File: config.mk
export PLATFORM = sky130hd
export DESIGN_NAME = borrow_select_subtractor_seq
export DESIGN_NICKNAME = d
export VERILOG_FILES = /design/src/rtl/borrow_select_subtractor_seq.sv
export SDC_FILE = /design/constraint.sdc
export NUM_CORES = 1
export LEC_CHECK = 0
export BUFFER_PORTS_ARGS = -buffer_cell sky130_fd_sc_hd__buf_4
export CAP_MARGIN = 20
export CORE_UTILIZATION = 55
export DETAILED_ROUTE_END_ITERATION = 8
export HOLD_SLACK_MARGIN = 0.03
export PLACE_DENSITY = 0.89
export SKIP_LAST_GASP = 1
export SYNTH_ARGS = -nofsm -noshare
export SYNTH_HDL_FRONTEND = slang
export SYNTH_SLANG_ARGS = --single-unit
export TNS_END_PERCENT = 50
File: constraint.sdc
create_clock -name clk -period 9 [get_ports clk]
set_input_delay 1.8 -clock clk [delete_from_list [all_inputs] [get_ports clk]]
set_output_delay 1.8 -clock clk [all_outputs]
set_load 0.05 [all_outputs]
File: src/rtl/borrow_select_subtractor_seq.sv
// Nibble-serial subtractor: diff = a - b - bin, one 4-bit borrow-select slice per clock.
// Optional signed-overflow flag output enabled by defining SUB_OVF_FLAG_EN.
module borrow_select_subtractor_seq #(
    parameter int WIDTH = 16
) (
    input  logic             clk,
    input  logic             rst_n,
    input  logic             in_valid,
    output logic             in_ready,
    input  logic [WIDTH-1:0] a,
    input  logic [WIDTH-1:0] b,
    input  logic             bin,
    output logic             out_valid,
    input  logic             out_ready,
    output logic [WIDTH-1:0] diff,
    output logic             bout
`ifdef SUB_OVF_FLAG_EN
    ,
    output logic             ovf
`endif
);

    localparam int NSLICE = WIDTH / 4;
    localparam int KW     = (NSLICE > 1) ? $clog2(NSLICE) : 1;
    localparam logic [KW-1:0] LAST_K = KW'(NSLICE - 1);

    typedef enum logic [1:0] {
        IDLE,
        RUN,
        DONE
    } state_t;

    state_t           state_q, state_d;
    logic [WIDTH-1:0] a_q, a_d;
    logic [WIDTH-1:0] b_q, b_d;
    logic [WIDTH-1:0] diff_q, diff_d;
    logic             borrow_q, borrow_d;
    logic             bout_q, bout_d;
    logic [KW-1:0]    k_q, k_d;
`ifdef SUB_OVF_FLAG_EN
    logic             ovf_q, ovf_d;
`endif

    logic [3:0] a_nib [NSLICE];
    logic [3:0] b_nib [NSLICE];
    logic [3:0] slice_a;
    logic [3:0] slice_b;
    logic [4:0] d0;
    logic [4:0] d1;
    logic [4:0] sel;

    genvar gi;
    generate
        for (gi = 0; gi < NSLICE; gi++) begin : g_nib
            assign a_nib[gi] = a_q[4*gi +: 4];
            assign b_nib[gi] = b_q[4*gi +: 4];
        end
    endgenerate

    // Both borrow-in candidates are formed in parallel; bit 4 is the slice borrow.
    assign slice_a = a_nib[k_q];
    assign slice_b = b_nib[k_q];
    assign d0      = {1'b0, slice_a} - {1'b0, slice_b};
    assign d1      = d0 - 5'd1;
    assign sel     = borrow_q ? d1 : d0;

    always_comb begin
        state_d  = state_q;
        a_d      = a_q;
        b_d      = b_q;
        diff_d   = diff_q;
        borrow_d = borrow_q;
        bout_d   = bout_q;
        k_d      = k_q;
`ifdef SUB_OVF_FLAG_EN
        ovf_d    = ovf_q;
`endif
        case (state_q)
            IDLE: begin
                if (in_valid) begin
                    a_d      = a;
                    b_d      = b;
                    borrow_d = bin;
                    k_d      = '0;
                    state_d  = RUN;
                end
            end
            RUN: begin
                diff_d[4*k_q +: 4] = sel[3:0];
                borrow_d           = sel[4];
                k_d                = k_q + 1'b1;
                if (k_q == LAST_K) begin
                    k_d     = '0;
                    bout_d  = sel[4];
                    state_d = DONE;
`ifdef SUB_OVF_FLAG_EN
                    ovf_d   = (a_q[WIDTH-1] != b_q[WIDTH-1]) && (diff_d[WIDTH-1] != a_q[WIDTH-1]);
`endif
                end
            end
            DONE: begin
                if (out_ready) begin
                    state_d = IDLE;
                end
            end
            default: state_d = IDLE;
        endcase
    end

    always_ff @(posedge clk or negedge rst_n) begin
        if (!rst_n) begin
            state_q  <= IDLE;
            a_q      <= '0;
            b_q      <= '0;
            diff_q   <= '0;
            borrow_q <= 1'b0;
            bout_q   <= 1'b0;
            k_q      <= '0;
`ifdef SUB_OVF_FLAG_EN
            ovf_q    <= 1'b0;
`endif
        end else begin
            state_q  <= state_d;
            a_q      <= a_d;
            b_q      <= b_d;
            diff_q   <= diff_d;
            borrow_q <= borrow_d;
            bout_q   <= bout_d;
            k_q      <= k_d;
`ifdef SUB_OVF_FLAG_EN
            ovf_q    <= ovf_d;
`endif
        end
    end

    assign in_ready  = (state_q == IDLE);
    assign out_valid = (state_q == DONE);
    assign diff      = diff_q;
    assign bout      = bout_q;
`ifdef SUB_OVF_FLAG_EN
    assign ovf       = ovf_q;
`endif

endmodule

==> impl_results.md, run 1 <==
* Outcome: completed
* RSZ-0062 raised after global routing: false
* Antenna Nets Post-Route at 0
* Relative slew slack at 0.513
* Synthesized instance count at 203
* DRC viols at 0
* Post-synth cell types at 31
* Worst r2r dst: borrow_q
* Area taken by multi-input logic gates at 0.00114 mm^2
* F_max at 0.301 GHz
* Worst-margin pin slew at 731 ps
* # IOs at 56
* Port Buf Inserts at 55
* H-tree levels at 2
* FF+latch area at 0.00135 mm^2
* Final nets at 308
* CTS Buf Count at 5
* First-pass GRT wire length at 8.42 mm
* Hold path depth at 2
* Proportion of layout cells with a drive suffix above 1 at 0.412
* Min Tclk post-route at 3320 ps
* Post-CTS Resized at 0
* Wire per inst at 15.6 um
* Avg Inst Size Synth at 12.6 um^2
* Min-delay src: diff[13]
* Reg2Reg Setup Slack at 5680 ps
* ANT cells at 0
* Element type at the critical path start: flip-flop
* Die height at 70.3 um
* Yosys Warn Count at 0
* Largest net degree at the start of global routing at 55
* Mapped Nets at 252
* Initial antenna violation count at 0
* Layout area overhead at 22.0%
* Post-Syn Area at 0.00257 mm^2
* Initial Utilization at 0.582
* Clk slew on worst S/H paths at 90 ps
* Core ar. at 0.00441 mm^2
* Synth Register Bits at 54
* Row count at 24
* Initial DRC Count at 119
* Worst Hold Class: flip-flop to flip-flop
* MaxCap Viol Count at 0
* TNS Setup at 0 ps
* Hold Buf Count CTS at 0
* Req. time, crit path at 9220 ps
* CP Capture Type: flip-flop
* Vias in the first global route at 1792
* Via count at 1751
* Fill count at 327
* GPL Wtd Cong at 0.827
* Reg2reg path depth at 9
* Primary FF master, synth: dfrtp_1
* Gr ovfl total at 0
* Pre-antenna DRT Iters at 4
* Die area at 0.00495 mm^2
* Clock Tree Buf Depth at 2
* CTS sink cnt at 54
* Worst setup path class: flip-flop to flip-flop
* R2r startpoint: k_q[0]
* Setup bufs post-CTS at 0
* Die W at 70.3 um
* CP arrival at 3540 ps
* Post-DP HPWL at 3.48 mm
* Final Cycle Share at 0.369
* Seq/Total Area, Yosys at 0.526
* Final Skew at 3.67 ps
* Total wire length at 4.86 mm
* Post-synth EDFFs at 0
* Final setup viols at 0
* TritonCTS clock tree: built
* Worst Path Max Fanout at 15
* Slew Limit Fails at 0
* Post-DR vias/cell at 5.61
* CTS Root Cell: clkbuf_8
* Endpoints failing hold at 0
* Ys async rst share at 1.00
* Hold EP: diff[13]
* GRT Util Overall at 0.220
* Clk Latency, worst-skew pair at 300 ps
## critical path, cell delays in order, from the launching register on
cell	delay, ps
dfrtp_1	820
mux4_2	580
ha_1	220
fa_1	540
ha_1	180
nand2_1	80
or3b_1	360
mux2i_1	160
xnor2_1	120
o31ai_2	170
## cells by family (layout without fill, tap and decap cells)
group | after synthesis | in the layout | share of synthesized area
muxes | 42 | 42 | 0.219
AOI/OAI and AO/OA | 28 | 28 | 0.0643
DFF | 54 | 54 | 0.526
xor gates and xnor gates | 6 | 6 | 0.0234
adders and majority gates | 12 | 12 | 0.0614
buffers and inverters | 18 | 75 | 0.0283
and+or+nand+nor | 43 | 43 | 0.0775
## routing by layer
layer | track usage | part of all wire | vias to the layer above
met4 | 0.0933 | 0.034 | 0
li1 | - | - | 821
met5 | 0 | 0 | -
met2 | 0.364 | 0.51 | 60
met3 | 0.0505 | 0.043 | 17
met1 | 0.277 | 0.41 | 853
## worst max path at each step
stage	to	slack (ps)	start	cells after the start
finish	borrow_q	5680	k_q[0]	9
global route	bout	5440	k_q[0]	9
CTS	borrow_q	5640	k_q[0]	9
detailed placement	bout	5650	k_q[0]	9
global placement	borrow_q	5760	k_q[0]	9
floorplan	borrow_q	5970	k_q[0]	10
## stage by stage
| stage | area (um^2) | hold slack [ps] | std cells | setup slack [ps] | util |
|---|---|---|---|---|---|
| finish | 3130 | 490 | 312 | 5680 | 0.709 |
| global route | 3130 | 518 | 312 | 5440 | 0.709 |
| CTS | 3130 | 493 | 312 | 5640 | 0.709 |
| detailed placement | 3020 | 473 | 304 | 5650 | 0.685 |
| global placement | 3020 | 465 | 304 | 5760 | 0.685 |
| floorplan | 2570 | 475 | 203 | 5970 | - |
## registers in the layout, indices dropped and copies added, names as in the netlist
name      cells
a_q          16
b_q          16
diff         16
k_q           2
state_q       2
borrow_q      1
bout          1
## cell type report
class,instances,share of cell area
Sequential cell,54,0.431
Inverter,11,0.0132
Multi-Input combinational cell,131,0.365
Tap cell,52,0.0208
Clock buffer,6,0.0232
Clock inverter,2,0.0120
Timing Repair Buffer,56,0.134
## cell usage in the layout (no fill, tap or decap), types with 2 or more instances in the layout
cell type,Yosys,routed
a21oi_1,3,3
buf_4,0,56
clkbuf_8,0,5
dfrtp_1,54,54
ha_1,11,11
inv_1,11,11
mux2_2,33,33
mux4_2,8,8
nand2_1,26,26
nand2b_1,3,3
nand4_1,3,3
nor2_1,3,3
nor2b_1,2,2
o21ai_0,17,17
o21bai_1,2,2
o31ai_1,2,2
xnor2_1,4,4
## cells in the mapped netlist, drive strengths merged (2+ instances only)
cell,number,area share
nand2,26,0.038
mux4,8,0.070
nand2b,3,0.0073
ha,11,0.054
o31ai,3,0.011
clkbuf,3,0.0044
inv,11,0.016
a21oi,3,0.0058
o21bai,2,0.0058
nor2,3,0.0044
nor2b,2,0.0049
buf,4,0.0078
xor2,2,0.0097
dfrtp,54,0.53
o21ai,18,0.035
nand4,3,0.0073
xnor2,4,0.014
mux2,33,0.14
Power of run 1 is not shown: default switching activity piles up to over one toggle a cycle in this logic, so the estimate is an artifact.
==> run 2: changes to the inputs <==
--- a/config.mk
+++ b/config.mk
@@ -7,10 +7,10 @@
 export LEC_CHECK = 0
 export BUFFER_PORTS_ARGS = -buffer_cell sky130_fd_sc_hd__buf_4
 export CAP_MARGIN = 20
-export CORE_UTILIZATION = 55
+export CORE_UTILIZATION = 49
 export DETAILED_ROUTE_END_ITERATION = 8
 export HOLD_SLACK_MARGIN = 0.03
-export PLACE_DENSITY = 0.89
+export PLACE_DENSITY = 0.84
 export SKIP_LAST_GASP = 1
 export SYNTH_ARGS = -nofsm -noshare
 export SYNTH_HDL_FRONTEND = slang
==> constraint.sdc (replaced) <==
create_clock -name clk -period 2.81 [get_ports clk]
set_input_delay 0.562 -clock clk [delete_from_list [all_inputs] [get_ports clk]]
set_output_delay 0.562 -clock clk [all_outputs]
set_load 0.05 [all_outputs]
==> run 2 against run 1 <==
The run now ends with setup timing left. Critical path depth did not move. Clock skew rose by 2.9 ps. Register-to-register slack got worse by 5800 ps. Via count fell by 1.4%. Die area rose by 12%. Worst setup slack got worse by 5800 ps. Final cell count rose by 7.1%. Hold slack got worse by 220 ps.
==> impl_results.md, run 2 (synthesized netlist as in run 1, its figures left out) <==
* CTS Buf Count at 5 (unchanged)
* First-pass GRT wire length at 8.09 mm (-3.9%)
* Die area at 0.00553 mm^2 (+12%)
* Setup bufs post-CTS at 0 (unchanged)
* Total wire length at 4.68 mm (-3.6%)
* Layout area overhead at 24.8%
* Slew Limit Fails at 0 (unchanged)
* Crit path cell chain: mux4_2 > ha_1 > fa_1 > ha_2 > nand2_1 > or3b_1 > mux2i_1 > xnor2_1 > o21ai_1
* Pre-antenna DRT Iters at 4 (unchanged)
* Initial Utilization at 0.526 (-0.0555)
* # IOs at 56 (unchanged)
* Die W at 74.4 um (+5.8%)
* Via count at 1726 (-1.4%)
* Final nets at 315 (+2.3%)
* Proportion of layout cells with a drive suffix above 1 at 0.431 (+0.0192)
* Worst Path Max Fanout at 5 (-10)
* Clock Tree Buf Depth at 2 (unchanged)
* Util after Layout at 0.656 (-0.0531)
* Cell family with most CP delay: adder cells
* Final Skew at 6.60 ps (+2.92 ps)
* Initial antenna violation count at 0 (unchanged)
* Final worst slack at -114 ps (-5790 ps)
* CP arrival at 3110 ps (-430 ps)
* Reg2reg path depth at 9 (unchanged)
* F_max at 0.342 GHz (+14%)
* CP Capture Type: flip-flop
* Leading cell type in the layout, fill and taps excluded: buf_4
* Vias in the first global route at 1740 (-2.9%)
* CTS sink cnt at 54 (unchanged)
* Hold Buf Count CTS at 0 (unchanged)
* Endpoints failing hold at 0 (unchanged)
* CP max-delay cell: fa_1
* Worst path depth at 9 (unchanged)
* Worst-margin pin slew at 642 ps (-88.4 ps)
* Post-DP HPWL at 3.58 mm (+2.9%)
* Element type at the critical path start: flip-flop
* Bufs and invs on worst path at 0 (unchanged)
* Largest net degree at the start of global routing at 55 (unchanged)
* GPL Wtd Cong at 0.756 (-8.6%)
* Relative slew slack at 0.572 (+0.0589)
* Pre-CTS setup slack at -114 ps (-5760 ps)
* Final setup viols at 2 (+2)
* Wire per inst at 14.0 um (-10%)
* Fill count at 394 (+20%)
* Initial DRC Count at 70 (-41%)
* Placed insts at 326 (+7.2%)
* Req. time, crit path at 3000 ps (-6220 ps)
* Row count at 25 (+4.2%)
* TritonCTS clock tree: built
* Finished Layout Cells at 334 (+7.1%)
* Worst setup path class: flip-flop to flip-flop
* H-tree levels at 2 (unchanged)
* ANT cells at 0 (unchanged)
* CTS Root Cell: clkbuf_8
* GRT Util Overall at 0.195 (-0.0247)
* Commonest non-fill, non-tap cells in the layout: 63 x buf_4, 53 x dfrtp_1, 33 x mux2_2, 26 x nand2_1, 17 x o21ai_0
* Post-DR vias/cell at 5.17 (-7.9%)
* Gr ovfl total at 0 (unchanged)
* RSZ-0062 raised after global routing: true
* Worst Hold Class: input port to async pin
* Clk slew on worst S/H paths at 90 ps (about the same)
* Final Cycle Share at 1.04 (+0.672)
* Failing checks: setup timing
* Core ar. at 0.00488 mm^2 (+11%)
* MaxCap Viol Count at 0 (unchanged)
* CP peak stage delay at 530 ps (-290 ps)
* Port Buf Inserts at 55 (unchanged)
* Die height at 74.4 um (+5.8%)
* Clk Latency, worst-skew pair at 300 ps (about the same)
* Outcome: finished, violations left
* DRC viols at 0 (unchanged)
* Antenna Nets Post-Route at 0 (unchanged)
* Min Tclk post-route at 2920 ps (-395 ps)
==> run 2: cell count changes in the layout (fill, tap and decap cells not counted), sizes merged <==
cell / before / now
buf: 56 / 63
clkinvlp: 1 / 0
clkbuf: 6 / 7
==> run 2: layer usage <==
layer / global-route usage / vias up / wire [um] / part of all wire
met2: 0.304 / 47 / 2270 / 0.49
met3: 0.0501 / 10 / 217 / 0.046
met5: 0 / - / 0 / 0
li1: - / 837 / - / -
met1: 0.267 / 832 / 2110 / 0.45
met4: 0.0692 / 0 / 80 / 0.017
==> run 2: final timing paths <==
| path | from | to | slack [ps] |
|---|---|---|---|
| setup / recovery | k_q[0] | bout | -110 |
| hold / removal | rst_n | diff[0] | 270 |
| setup reg to reg | k_q[0] | bout | -110 |
| hold reg to reg | diff[7] | diff[7] | 490 |
| max in group asynchronous | rst_n | k_q[0] | 2070 |
| min in group clk | out_ready | state_q[1] | 450 |
==> run 2: layout make-up <==
class,instances,area [um^2],share of cell area
well taps,67,83.8,0.0262
repair buffers,63,473,0.148
multi-input cells,131,1150,0.358
clock buffers,7,76.3,0.0238
inverters,11,41.3,0.0129
flip-flops and latches,54,1350,0.422
clock inverters,1,30.0,0.00938
==> run 2: repair_timing <==
action / in CTS / in global routing
pin swaps: 1 / 0
gates resized for setup: 1 / 0
gates cloned: 0 / 0
setup endpoints to repair: 2 / 2
==> run 2: through the flow <==
step | hold slack (ps) | setup TNS (ps) | instance area, um^2
floorplan | 266 | -121 | 2570
global placement | 464 | 0 | 3090
detailed placement | 473 | -202 | 3090
CTS | 298 | -257 | 3200
global route | 341 | -445 | 3200
finish | 270 | -217 | 3200
Power of run 2 is left out for the same reason.
